$ cat src/rtl/bg_pixel_packer.sv
// Packs 8-bit background pixels into little-endian 32-bit words through a 2-entry output FIFO.
// Optional macro BG_PACKER_LINE_MARKERS_EN adds a per-word end-of-line flag (word_eol).
`timescale 1ns/1ps
module bg_pixel_packer #(
  parameter int IMG_WIDTH  = 320,
  parameter int IMG_HEIGHT = 240
) (
  input  logic        clk,
  input  logic        rst_n,
  input  logic        pix_valid,
  input  logic [7:0]  pix_data,
  output logic        pix_ready,
  output logic        word_valid,
  output logic [31:0] word_data,
  input  logic        word_ready,
  output logic        word_last,
`ifdef BG_PACKER_LINE_MARKERS_EN
  output logic        word_eol,
`endif
  output logic        frame_done
);

  localparam int COLS  = IMG_WIDTH / 4;
  localparam int COL_W = (COLS > 1) ? $clog2(COLS) : 1;
  localparam int ROW_W = (IMG_HEIGHT > 1) ? $clog2(IMG_HEIGHT) : 1;
  localparam logic [COL_W-1:0] COL_MAX = COL_W'(COLS - 1);
  localparam logic [ROW_W-1:0] ROW_MAX = ROW_W'(IMG_HEIGHT - 1);

  logic [1:0]       lane_q, lane_d;
  logic [23:0]      pack_q, pack_d;
  logic [COL_W-1:0] col_q, col_d;
  logic [ROW_W-1:0] row_q, row_d;
  logic [1:0]       cnt_q, cnt_d;
  logic             wr_ptr_q, wr_ptr_d;
  logic             rd_ptr_q, rd_ptr_d;
  logic [31:0]      mem_data_q [2];
  logic [31:0]      mem_data_d [2];
  logic [1:0]       mem_last_q, mem_last_d;
  logic             frame_done_q, frame_done_d;
`ifdef BG_PACKER_LINE_MARKERS_EN
  logic [1:0]       mem_eol_q, mem_eol_d;
`endif

  logic pix_fire;
  logic push;
  logic pop;
  logic at_eol;

  // Ready depends only on registered state, so word_ready never reaches pix_ready.
  assign pix_ready  = !(lane_q == 2'd3 && cnt_q == 2'd2);
  assign word_valid = (cnt_q != 2'd0);
  assign word_data  = word_valid ? mem_data_q[rd_ptr_q] : 32'h0;
  assign word_last  = word_valid ? mem_last_q[rd_ptr_q] : 1'b0;
`ifdef BG_PACKER_LINE_MARKERS_EN
  assign word_eol   = word_valid ? mem_eol_q[rd_ptr_q] : 1'b0;
`endif
  assign frame_done = frame_done_q;

  assign pix_fire = pix_valid && pix_ready;
  assign push     = pix_fire && (lane_q == 2'd3);
  assign pop      = word_valid && word_ready;
  assign at_eol   = (col_q == COL_MAX);

  always_comb begin
    lane_d       = lane_q;
    pack_d       = pack_q;
    col_d        = col_q;
    row_d        = row_q;
    cnt_d        = cnt_q;
    wr_ptr_d     = wr_ptr_q;
    rd_ptr_d     = rd_ptr_q;
    mem_data_d   = mem_data_q;
    mem_last_d   = mem_last_q;
`ifdef BG_PACKER_LINE_MARKERS_EN
    mem_eol_d    = mem_eol_q;
`endif
    frame_done_d = pop && mem_last_q[rd_ptr_q];

    if (pix_fire) begin
      lane_d = lane_q + 2'd1;
      case (lane_q)
        2'd0:    pack_d[7:0]   = pix_data;
        2'd1:    pack_d[15:8]  = pix_data;
        2'd2:    pack_d[23:16] = pix_data;
        default: pack_d        = pack_q;
      endcase
    end

    // The fourth pixel goes straight into the FIFO entry alongside the three held lanes.
    if (push) begin
      mem_data_d[wr_ptr_q] = {pix_data, pack_q};
      mem_last_d[wr_ptr_q] = at_eol && (row_q == ROW_MAX);
`ifdef BG_PACKER_LINE_MARKERS_EN
      mem_eol_d[wr_ptr_q]  = at_eol;
`endif
      wr_ptr_d = !wr_ptr_q;
      if (at_eol) begin
        col_d = '0;
        row_d = (row_q == ROW_MAX) ? '0 : row_q + 1'b1;
      end else begin
        col_d = col_q + 1'b1;
      end
    end

    if (pop) rd_ptr_d = !rd_ptr_q;

    case ({push, pop})
      2'b10:   cnt_d = cnt_q + 2'd1;
      2'b01:   cnt_d = cnt_q - 2'd1;
      default: cnt_d = cnt_q;
    endcase
  end

  always_ff @(posedge clk or negedge rst_n) begin
    if (!rst_n) begin
      lane_q       <= '0;
      pack_q       <= '0;
      col_q        <= '0;
      row_q        <= '0;
      cnt_q        <= '0;
      wr_ptr_q     <= 1'b0;
      rd_ptr_q     <= 1'b0;
      mem_data_q   <= '{default: 32'h0};
      mem_last_q   <= '0;
`ifdef BG_PACKER_LINE_MARKERS_EN
      mem_eol_q    <= '0;
`endif
      frame_done_q <= 1'b0;
    end else begin
      lane_q       <= lane_d;
      pack_q       <= pack_d;
      col_q        <= col_d;
      row_q        <= row_d;
      cnt_q        <= cnt_d;
      wr_ptr_q     <= wr_ptr_d;
      rd_ptr_q     <= rd_ptr_d;
      mem_data_q   <= mem_data_d;
      mem_last_q   <= mem_last_d;
`ifdef BG_PACKER_LINE_MARKERS_EN
      mem_eol_q    <= mem_eol_d;
`endif
      frame_done_q <= frame_done_d;
    end
  end

endmodule

$ cat config.mk
export PLATFORM = sky130hd
export DESIGN_NAME = bg_pixel_packer
export DESIGN_NICKNAME = d
export VERILOG_FILES = /design/src/rtl/bg_pixel_packer.sv
export SDC_FILE = /design/constraint.sdc
export NUM_CORES = 1
export LEC_CHECK = 0
export ABC_CLOCK_PERIOD_IN_PS = 1600
export BUFFER_PORTS_ARGS = -buffer_cell sky130_fd_sc_hd__buf_2
export CORE_MARGIN = 4
export CORE_UTILIZATION = 30
export CTS_CLUSTER_SIZE = 8
export DETAILED_ROUTE_END_ITERATION = 6
export GPL_TIMING_DRIVEN = 0
export PLACE_DENSITY = 0.57
export SYNTH_ARGS = -nofsm -noshare
export SYNTH_HDL_FRONTEND = slang
export SYNTH_SLANG_ARGS = --single-unit
$ cat constraint.sdc
create_clock -name clk -period 1.6 [get_ports clk]
set_input_delay 0.16 -clock clk [delete_from_list [all_inputs] [get_ports clk]]
set_output_delay 0.16 -clock clk [all_outputs]
set_load 0.01 [all_outputs]
# After elaboration in Yosys (flattened, before gate mapping)
# Cells that the tools add are included.
dict set report word_totals {
  reg_bits 112
  latch_bits 0
  mem_bits_rw 0
  romBits 0
  mem_count 0
}
dict set report classes {
  addsub 5
  mul 0
  n_div 0
  order_cmp 6
  eq_ne 8
  n_shift 0
  n_mux 16
  n_bitwise 2
  reduce_logical 18
}
# operator count
set ops {}
lappend ops {{$mux W32} 5}
lappend ops {{$bwmux W64} 1}
lappend ops {{$demux W32 S1} 1}
lappend ops {{$add A8 B1 Y8 const B} 1}
lappend ops {{$eq A2 B2 Y1 const B} 4}
lappend ops {{$eq A8 B8 Y1 const B} 1}
lappend ops {{$logic_and A1 B1 Y1} 8}
lappend ops {{$mux W8} 1}
lappend ops {{$reduce_and A2 Y1} 4}
lappend ops {{$add A7 B1 Y7 const B} 1}
lappend ops {{$eq A7 B7 Y1 const B} 1}
lappend ops {{$mux W7} 1}
lappend ops {{$add A2 B1 Y2 const B} 2}
lappend ops {{$eq A2 B1 Y1 const B} 2}
lappend ops {{$ge A2 B2 Y1 const B} 2}
lappend ops {{$lt A1 B2 Y1 const B} 2}
lappend ops {{$mux W1} 4}
lappend ops {{$not A1 Y2} 2}
lappend ops {{$pmux W2 S2} 1}
lappend ops {{$reduce_bool A2 Y1} 2}
lappend ops {{$logic_not A1 Y1} 3}
lappend ops {{$bwmux W2} 1}
lappend ops {{$logic_not A2 Y1} 1}
lappend ops {{$lt A2 B1 Y1 const B} 1}
lappend ops {{3 further kinds} 3}

# Logic depth before layout (Yosys ltp)
# Gate-level depths: netlist of run 1.
dict set report depth {
  ltp_word 7
  depth_mapped 8
}

# Worst setup path before layout of run 1
# No wires, ideal clock.
dict set report synth_path {
  path_kind {flip-flop to flip-flop}
  startpoint {register lane_q[0]}
  endpoint {register mem_data_q[35] (netlist name)}
  t_arrival_ns 1.540
  slack_ns -0.067
  path_stages_with_launch 8
  path_buffers 1
  synth_period_minus_slack_ns 1.667
  path_cell_list {dfrtp_1 ha_1 nand2_1 nor2_2 inv_2 nor2_4 buf_4 mux2_1}
}
dict set report synth_between {
  elab_chain_cells 5
}
# element line_no
set synth_lines {}
lappend synth_lines {{start: declaration} 29} ;# logic [1:0] lane_q, lane_d;
lappend synth_lines {{start signal: assignment} 130} ;# lane_q <= lane_d;
lappend synth_lines {{$eq A2 B2 Y1 *} {50, 60}}
lappend synth_lines {{$logic_and A1 B1 Y1} 50} ;# assign pix_ready = !(lane_q == 2'd3 && cnt_q == 2'd2);
lappend synth_lines {{$logic_not A1 Y1} 50}
lappend synth_lines {{$logic_and A1 B1 Y1} 59} ;# assign pix_fire = pix_valid && pix_ready;
lappend synth_lines {{$logic_and A1 B1 Y1 *} 60} ;# assign push = pix_fire && (lane_q == 2'd3);
lappend synth_lines {{end signal: assignment} 137} ;# mem_data_q <= mem_data_d;
lappend synth_lines {{end: declaration} 36} ;# logic [31:0] mem_data_q [2];
# Every way passes the cells marked *; elsewhere a longest branch is shown, timed or not.
# A chain may end at the register's enable or synchronous reset.

# Worst setup path in the final report of run 1
dict set report layout_path {
  startpoint {register rd_ptr_q}
  endpoint {output port word_data[0]}
}
dict set report layout_between {
  elab_chain_cells 5
}
# element line_no
set layout_lines {}
lappend layout_lines {{start: declaration} 35} ;# logic rd_ptr_q, rd_ptr_d;
lappend layout_lines {{start signal: assignment} 136} ;# rd_ptr_q <= rd_ptr_d;
lappend layout_lines {{$not A1 Y2 (implied by the code)} 52} ;# assign word_data = word_valid ? mem_data_q[rd_ptr_q] : 32'h0;
lappend layout_lines {{$mux W32 (implied by the code) (3 in series)} 52}
lappend layout_lines {{$mux W32} 52}
lappend layout_lines {{end: declaration} 14} ;# output logic [31:0] word_data,
# Every way passes these cells. The select of a mux whose other input is x is not followed.

==> results of run 1 <==
## final timing paths
path | start | endpoint | slack [ps] | cells after the start
worst max-delay path | rd_ptr_q | word_data[0] | -90 | 5
worst min-delay path | word_ready | frame_done | 40 | 2
worst max register to register | lane_q[0] | mem_data_q[51] | -50 | 8
worst min register to register | mem_data_q[56] | mem_data_q[56] | 510 | 1
max in group asynchronous | rst_n | rd_ptr_q | 460 | 3
min in group asynchronous | rst_n | pack_q[22] | 390 | 2
## cells by family (layout without fill, tap and decap cells)
| family | count (synthesis) | after routing | synth area share |
|---|---|---|---|
| AOI/OAI and AO/OA | 16 | 16 | 0.0213 |
| xor gates and xnor gates | 9 | 9 | 0.0158 |
| adders and majority gates | 7 | 7 | 0.0176 |
| buffers and inverters | 22 | 130 | 0.0208 |
| DFF | 112 | 112 | 0.562 |
| muxes | 127 | 127 | 0.278 |
| and+or+nand+nor | 85 | 85 | 0.0846 |
## metrics by stage
| stage | utilization | worst slack (ps) | setup TNS (ps) |
|---|---|---|---|
| final | 0.452 | -85.8 | -1820 |
| after global routing | 0.452 | -145 | -8290 |
| after CTS | 0.433 | -116 | -4990 |
| after detailed placement | 0.345 | -334 | -24750 |
| after global placement | 0.343 | -909 | -125740 |
| after floorplan | - | -14.5 | -388 |
## power groups by stage
stage	Clock, mW	Combinational (mW)	Sequential [mW]
final	2.25	7.01	5.09
after global routing	2.42	7.52	5.25
after CTS	2.30	6.53	4.98
after detailed placement	0	4.05	4.83
after global placement	0	3.96	4.73
after floorplan	0	2.77	4.61
## flip-flops by register name (all words and copies together), names as in the netlist
signal,flops
col_q,7
row_q,8
cnt_q,2
lane_q,2
wr_ptr_q,1
rd_ptr_q,1
frame_done,1
pack_q,24
mem_data_q,64
mem_last_q,2
## placed cells by master (no fill, tap or decap), drive strengths merged, types with 2 or more instances in the layout
cell type / instances
a21oi: 2
and3: 2
nand3: 8
mux2i: 35
dfrtp: 112
buf: 102
a22o: 2
and2: 3
mux2: 92
xnor2: 7
ha: 7
o21ai: 6
clkinvlp: 2
nor2b: 2
or2: 2
inv: 9
xor2: 2
nor2: 40
clkbuf: 15
nand2: 17
nor3: 4
or3: 2
## critical path: stages (launching register included)
cell	delay, ps
dfrtp_2	420
buf_12	150
buf_8	130
mux2i_1	120
nor2_1	190
buf_2	170
## routing by layer
layer | GRT usage | vias up | share of wire
li1 | - | 1521 | -
met1 | 0.173 | 1732 | 0.44
met2 | 0.239 | 43 | 0.53
met3 | 0.0250 | 8 | 0.024
met4 | 0.0349 | 0 | 0.011
met5 | 0 | - | 0
## repair_timing
action / 4_1_cts / 5_1_grt
hold buffers: 1 / 0
endpoints found under the setup margin: 127 / 133
gates cloned: 9 / 2
pin swaps: 27 / 17
gates resized for setup: 176 / 52
hold endpoints to repair: 49 / 0
setup buffers: 27 / 8
## layout make-up
cell class                      count  area, sq um  share of cell area
Sequential cell                   112         2810               0.387
Multi-Input combinational cell    244         2730               0.376
Timing Repair Buffer               94          863               0.119
Tap cell                          216          270              0.0372
Buffer                             14          263              0.0362
Clock buffer                       10          229              0.0315
Clock inverter                      5         65.1             0.00896
Inverter                            7         28.8             0.00396
==> impl_metrics.json, run 1 <==
{
  "clock_power_share": 0.156,
  "clock_sinks": 112,
  "dieArea_sq_mm": 0.0188,
  "cts_buffers": 9,
  "final_cells": 702,
  "cts_tree": "yes",
  "critPathMaxFanout": 5,
  "rows": 46,
  "yosys_warnings": 0,
  "drt_iter0_drc": 117,
  "power_mw": 14.4,
  "violations": "negative setup slack",
  "maxSlewHeadroom": 0.553,
  "yosysUniqueCellTypes": 41,
  "grt_overflow_total": 0,
  "ir_worst_vdd_uv": 807,
  "first_global_vias": 3573,
  "finalHoldViolations": 0,
  "worst_setup_path_end_kind": "output port",
  "clk_pin_slew_ps": 70,
  "drc_errors": 0,
  "synth-seq-cells": 112,
  "drt_first_pass_iters": 4,
  "synth_nets": 397,
  "yosysMostFrequentCell": "dfrtp_1",
  "synth_top_flop_cell": "dfrtp_1",
  "n_fill_cell": 1432,
  "area_growth_pct": 45.5,
  "hp-class": "in -> reg",
  "clock.fmax_mhz": 593,
  "intPower_mw": 9.48,
  "clockRootBuffer": "clkbuf_16",
  "synth_common_cells": "dfrtp_1, mux2_1, nor2_1, mux2i_1, nand2_1",
  "p_sw_mw": 4.87,
  "placed_area_sq_mm": 0.00554,
  "drt-vias-per-instance": 4.71,
  "grt_max_degree": 64,
  "grt_use_total": 0.136,
  "core_area_sq_mm": 0.0161,
  "routedWlPerCell_um": 18.1,
  "place_inst": 642,
  "die_w_um": 137,
  "synth_area_leaders": "dfrtp_1, mux2_1, mux2i_1, nor2_1, ha_1",
  "status": "finished, violations left",
  "start_util": 0.311,
  "slew_viol_final": 0,
  "p_comb_frac": 0.489,
  "drv_cap": 0,
  "post_synth_instance_area_sq_mm": 0.00499,
  "route.vias.total": 3304,
  "grt_pass1_wl_mm": 19.6,
  "startpoint_type": "register",
  "nets": 501,
  "num_io_pins": 48,
  "critPathRequiredTime_ps": 1440,
  "leakage_nw": 3.38,
  "whs_ps": 43.3,
  "synth_cells": 378,
  "synth_top_area_cell": "dfrtp_1",
  "synth_top_area_share": 0.562,
  "synth_edf_count": 0,
  "fin_area_sq_mm": 0.00726,
  "post-route-period-util": 1.05,
  "routed_wl_mm": 12.7,
  "antenna_left": 0,
  "antenna_found_initial": 0,
  "sw_frac_of_total": 0.340,
  "async_flop_share": 1.00,
  "ys_seq_area_frac": 0.562,
  "pwr-share-seq": 0.355,
  "place_congestion": 0.716,
  "clk_latency_ps": 350,
  "hpwlAfterDp_mm": 7.26,
  "layout-drive-gt1-share": 0.525,
  "htree_levels": 3,
  "die_y_um": 137,
  "setup_ws_ps": -85.8,
  "cts_buffer_depth": 2,
  "postSynthAreaPerCell_sq_um": 13.2,
  "finalSetupViolCount": 78,
  "tightest_slew_ps": 671,
  "crit_type": "reg -> out",
  "powerDensity_mw_per_mm2": 1980,
  "min_period_ps": 1690,
  "portBuffers": 47,
  "num_antenna_cells": 0,
  "arrival_ps": 1530,
  "rsz0062_at_grt": "true",
  "skew_ps": 7.16
}
Note: power is estimated with default switching activity, not from simulation.
==> inputs of run 2 (changes only) <==
Settings changed: ABC_AREA set to 1, SETUP_SLACK_MARGIN set to 0.3.
==> run 2 against run 1 <==
The run still ends with negative setup slack left. Register-to-register slack is essentially flat. Synthesized area grew 3.1%. Largest cell class unchanged. Critical path type is now reg -> reg. Worst hold slack lost 9.4 ps. Critical path depth grew 4. Core utilization shrank 2.2 points. Routed wire length grew 9.7%. Power shrank 4.2%.
==> impl_metrics.json, run 2 <==
{
  "synth_cells": 592,
  "cts_buffers": 9,
  "largest_register_ffs": 64,
  "yosys_warnings": 0,
  "layout-drive-gt1-share": 0.352,
  "drv_cap": 0,
  "routedWlPerCell_um": 15.1,
  "cts_tree": "yes",
  "core_area_sq_mm": 0.0167,
  "violations": "negative setup slack",
  "route.vias.total": 4201,
  "dieArea_sq_mm": 0.0193,
  "worst_setup_path_end_kind": "register",
  "antenna_left": 0,
  "area_growth_pct": 39.6,
  "wl_met1_mm": 6.30,
  "grt_max_degree": 88,
  "setup_ws_ps": -41.5,
  "sw_frac_of_total": 0.393,
  "clk_pin_slew_ps": 80,
  "clk_latency_ps": 360,
  "yosysMostFrequentCell": "nand2_1",
  "intPower_mw": 8.34,
  "min_period_ps": 1640,
  "skew_ps": 8.74,
  "leakage_nw": 3.50,
  "drt-vias-per-instance": 4.56,
  "synth_edf_count": 0,
  "power_mw": 13.7,
  "die_w_um": 139,
  "hpwlAfterDp_mm": 8.77,
  "top_layer": "met4",
  "hp-class": "in -> reg",
  "critPathMaxFanout": 5,
  "maxSlewHeadroom": 0.712,
  "post-route-period-util": 1.03,
  "antenna_found_initial": 0,
  "startpoint_type": "register",
  "pwr-share-seq": 0.345,
  "num_io_pins": 48,
  "clock_power_share": 0.176,
  "num_antenna_cells": 0,
  "grt_pass1_wl_mm": 22.8,
  "synth_top_area_cell": "dfrtp_1",
  "clock.fmax_mhz": 609,
  "critPathRequiredTime_ps": 1850,
  "wl_met2_mm": 6.88,
  "grt_use_total": 0.148,
  "drc_errors": 0,
  "layout_common_cells": "nand2_1, dfrtp_1, o21ai_2",
  "fin_area_sq_mm": 0.00718,
  "async_flop_share": 1.00,
  "ir_worst_vdd_uv": 878,
  "cp_slowest_cell": "dfrtp_1",
  "slew_viol_final": 0,
  "final_util": 0.430,
  "regMostFlops": "mem_data_q",
  "die_y_um": 139,
  "synth_top_flop_cell": "dfrtp_1",
  "nets": 715,
  "tightest_slew_ps": 431,
  "htree_levels": 3,
  "synth_top_area_share": 0.545,
  "cts_buffer_depth": 2,
  "portBuffers": 47,
  "dr_wl_met3_um": 577,
  "synth_common_cells": "nand2_1, dfrtp_1, o21ai_0, inv_1, a21oi_1",
  "synth_area_leaders": "dfrtp_1, nand2_1, o21ai_0, o21ai_2, inv_1",
  "fin_setup_tns_ps": -1100,
  "drt_iter0_drc": 280,
  "drt_first_pass_iters": 4,
  "clock_sinks": 112,
  "rows": 47,
  "ys_seq_area_frac": 0.545,
  "place_congestion": 0.755,
  "postSynthAreaPerCell_sq_um": 8.69,
  "grt_overflow_total": 0,
  "cp_slowest_stage_delay_ps": 420,
  "finalHoldViolations": 0,
  "final_common_cell": "nand2_1",
  "clockRootBuffer": "clkbuf_16",
  "status": "finished, violations left",
  "routed_wl_mm": 13.9,
  "crit_type": "reg -> reg",
  "powerDensity_mw_per_mm2": 1910,
  "arrival_ps": 1890,
  "synth_nets": 611,
  "p_sw_mw": 5.41,
  "first_global_vias": 4359,
  "post_synth_instance_area_sq_mm": 0.00514,
  "yosysUniqueCellTypes": 26,
  "synth-seq-cells": 112,
  "dp_slack_ps": -127,
  "rsz0062_at_grt": "true",
  "crit_chain": "buf_4 -> nand2_4 -> nand3_4 -> buf_8 -> nor2_4 -> buf_8 -> buf_4 -> bufbuf_16 -> o21ai_2",
  "finalSetupViolCount": 46,
  "top_regs": "mem_data_q (64), pack_q (24), row_q (8)",
  "p_comb_frac": 0.479,
  "placed_area_sq_mm": 0.00575,
  "start_util": 0.308
}
-- run 2: cell types whose count changed in the layout (fill, tap and decap cells not counted), moves of 22 or more --
cell and delta:
o21ai_0 +24, mux2_1 -24, a21oi_1 +22, nand2_1 +166
inv_1 +51, o21ai_2 +57, mux2_4 -68
-- run 2: per-layer routing --
layer  GRT usage  vias to the layer above
met4      0.0366                        0
met3      0.0262                       12
met5           0                        -
met1       0.197                     2019
li1            -                     2091
met2       0.253                       79
-- run 2: cell type report --
| type | instances | area [sq um] |
|---|---|---|
| tap | 220 | 275 |
| multi-input combinational | 388 | 2250 |
| fill | 1669 | 9520 |
| sequential | 112 | 2800 |
| clock buffer | 9 | 225 |
| timing repair buffer | 93 | 880 |
| inverter | 63 | 264 |
| clock inverter | 7 | 96.3 |
| buffer | 29 | 383 |
-- run 2: power groups by stage --
stage               clock network, mW  logic (mW)  registers, mW
floorplan                           0        3.20           4.56
global placement                    0        4.70           4.69
detailed placement                  0        4.76           4.73
CTS                              2.47        6.39           4.71
global route                     2.58        7.30           4.88
finish                           2.42        6.58           4.74
-- run 2: final timing paths --
path                                      from              to  slack, ps  depth (start not counted)
worst max-delay path                  cnt_q[1]  mem_data_q[17]        -40                          9
worst min-delay path               pix_data[1]  mem_data_q[25]         30                          3
worst max register to register        cnt_q[1]  mem_data_q[17]        -40                          9
worst min register to register  mem_data_q[49]  mem_data_q[49]        470                          2
max in group asynchronous                rst_n  mem_data_q[17]        690                          3
min in group asynchronous                rst_n        row_q[3]        230                          2
-- run 2: logic make-up (layout without fill, tap and decap cells) --
family	after synthesis	count (layout)	synth area share
mux	1	1	0.00195
simple gates	233	233	0.182
fa+ha+maj	7	7	0.0170
xor+xnor	6	6	0.0102
compound gates	141	141	0.159
buf+inv	92	201	0.0854
flops	112	112	0.545
-- run 2: through the flow --
step | hold slack, ps | cells
final | 33.9 | 921
after detailed placement | 46.5 | 860
after global placement | 395 | 859
after CTS | 24.9 | 918
after global routing | 48.1 | 921
after floorplan | -136 | 592
-- run 2: what timing repair did --
item / CTS / global route
pin swaps: 6 / 5
buffers inserted: 26 / 2
setup endpoints to repair: 141 / 144
gates cloned: 15 / 1
hold endpoints to repair: 25 / 0
hold buffers: 1 / 0
resized for setup: 163 / 27
-- run 2: critical path, delay by kind of cell, from the launching register on --
family,cells,cell delay (ps)
AOI/OAI and AO/OA,1,40
buffers and inverters,5,840
DFF,1,420
and+or+nand+nor,3,240
==> inputs of run 3 (changes only) <==
Settings changed: CORE_UTILIZATION 30 to 53, PLACE_DENSITY 0.57 to 0.84.
==> run 3 against run 2 <==
The flow still finishes with violations (negative setup slack). Critical path depth shrank 4. Sequential power grew 4%. Core utilization grew 32 points. Via count grew 14%. Maximum frequency shrank 7.5%. Power grew 2.2%. Combinational power grew 11%. Global-route usage grew 12 points. Sequential share of layout area grew 0.86 points. Clock-buffer cell count is the same. Largest power group unchanged.
==> impl_metrics.json, run 3 (synthesized netlist as in run 2, its figures left out) <==
{
  "final_common_cell": "nand2_1",
  "drv_cap": 0,
  "final_util": 0.753,
  "clock_sinks": 112,
  "die_w_um": 107,
  "cts_buffers": 9,
  "power_mw": 14.0,
  "n_fill_cell": 561,
  "arrival_ps": 1610,
  "ir_worst_vdd_uv": 1250,
  "powerDensity_mw_per_mm2": 2000,
  "drc_errors": 0,
  "crit_type": "reg -> out",
  "critPathRequiredTime_ps": 1440,
  "cp_slowest_cell": "dfrtp_2",
  "hpwlAfterDp_mm": 8.33,
  "largest_register_ffs": 64,
  "clock.fmax_mhz": 563,
  "critPathMaxFanout": 6,
  "top_regs": "mem_data_q (64), pack_q (24), row_q (8)",
  "clk_pin_slew_ps": 120,
  "regMostFlops": "mem_data_q",
  "die_y_um": 107,
  "antenna_found_initial": 0,
  "finalHoldViolations": 0,
  "multi_input_area_sq_mm": 0.00233,
  "cts_tree": "yes",
  "worst_setup_path_end_kind": "output port",
  "seq_area_sq_mm": 0.00281,
  "routedWlPerCell_um": 19.7,
  "antenna_left": 0,
  "rsz0062_at_grt": "true",
  "nets": 713,
  "first_global_vias": 4829,
  "routed_wl_mm": 16.3,
  "crit_chain": "buf_12 -> buf_12 -> o21ai_0 -> a21oi_1 -> buf_2",
  "route.vias.total": 4790,
  "clockRootBuffer": "clkbuf_8",
  "crit_path_frequent_cell": "buf_12",
  "layout-drive-gt1-share": 0.363,
  "leakage_nw": 3.43,
  "cts_buffer_depth": 2,
  "start_util": 0.551,
  "rows": 35,
  "drt_first_pass_iters": 6,
  "drt_iter0_drc": 552,
  "grt_max_degree": 71,
  "num_antenna_cells": 0,
  "violations": "negative setup slack",
  "drt-vias-per-instance": 5.79,
  "layout_common_cells": "nand2_1, dfrtp_1, inv_1, o21ai_2, buf_2",
  "status": "finished, violations left",
  "place_congestion": 0.836,
  "htree_levels": 3,
  "portBuffers": 47,
  "core_area_sq_mm": 0.00933,
  "setup_ws_ps": -175,
  "cp_slowest_stage_delay_ps": 460,
  "finalSetupViolCount": 64,
  "hp-class": "in -> reg",
  "min_period_ps": 1770,
  "area_growth_pct": 36.7,
  "grt_overflow_total": 0,
  "clk_latency_ps": 390,
  "skew_ps": 19.5,
  "slew_viol_final": 0,
  "startpoint_type": "register",
  "num_io_pins": 48,
  "grt_use_total": 0.264,
  "post-route-period-util": 1.11,
  "maxSlewHeadroom": 0.615,
  "tightest_slew_ps": 577,
  "grt_pass1_wl_mm": 23.5,
  "dieArea_sq_mm": 0.0113
}
## run 3: changes by cell type in the layout (fill, tap and decap cells not counted), moves of 5 or more
cell       previous run  this run
clkbuf_16            12         4
clkbuf_8              4        11
a21oi_1              24        18
buf_6                22        28
bufbuf_16             7         1
o21ai_0              25        19
o21ai_1              22        28
a21oi_2              10        15
## run 3: layer usage
| layer | part of all wire | GRT usage | wire (um) | vias up |
|---|---|---|---|---|
| li1 | - | - | - | 2085 |
| met1 | 0.36 | 0.316 | 5910 | 2338 |
| met2 | 0.50 | 0.456 | 8230 | 284 |
| met3 | 0.082 | 0.0601 | 1340 | 83 |
| met4 | 0.053 | 0.116 | 860 | 0 |
| met5 | 0 | 0 | 0 | - |
## run 3: what timing repair did
item                       4_1_cts  5_1_grt
setup buffers                   24        1
hold endpoints to repair        42        0
hold buffers                     1        0
pin swaps                       10       21
resized for setup              132      111
setup endpoints to repair      140      143
cloned                          13        4
## run 3: stage by stage
stage                     worst slack, ps  std cells  setup TNS, ps  instance area, sq um  hold slack (ps)
after floorplan                       175        592              0                  5210             -136
after global placement               -831        768         -92340                  5610              391
after detailed placement            -42.9        769           -276                  5640              187
after CTS                           -98.1        823          -2780                  6630            0.480
after global routing                 -197        828          -8400                  7030           -0.510
final                                -175        828          -4630                  7030            0.525
## run 3: layout make-up
type / count / share of cell area
Clock buffer: 9 / 0.0176
Tap cell: 129 / 0.0230
Clock inverter: 7 / 0.0126
Inverter: 63 / 0.0379
Multi-Input combinational cell: 388 / 0.331
Buffer: 29 / 0.0582
Timing Repair Buffer: 91 / 0.120
Sequential cell: 112 / 0.399
## run 3: final timing paths
kind,from,endpoint,slack [ps],cells past startpoint
min,pix_data[0],mem_data_q[24],0.5,3
max in group asynchronous,rst_n,cnt_q[0],530,3
min reg2reg,mem_data_q[47],mem_data_q[47],480,2
max,rd_ptr_q,word_data[27],-170,5
max reg2reg,cnt_q[1],mem_data_q[26],-130,10
min in group asynchronous,rst_n,mem_data_q[19],300,2
## run 3: where the power goes
part | internal [mW] | leakage [nW] | switching [mW]
clock network | 0.754 | 0.103 | 1.06
registers | 4.01 | 1.41 | 0.895
logic | 3.27 | 1.92 | 4.05
## run 3: worst max-delay path: cells and delay by family, from the launching register on
family / cells / cell delay (ps)
flops: 1 / 460
buf+inv: 3 / 480
compound gates: 2 / 280
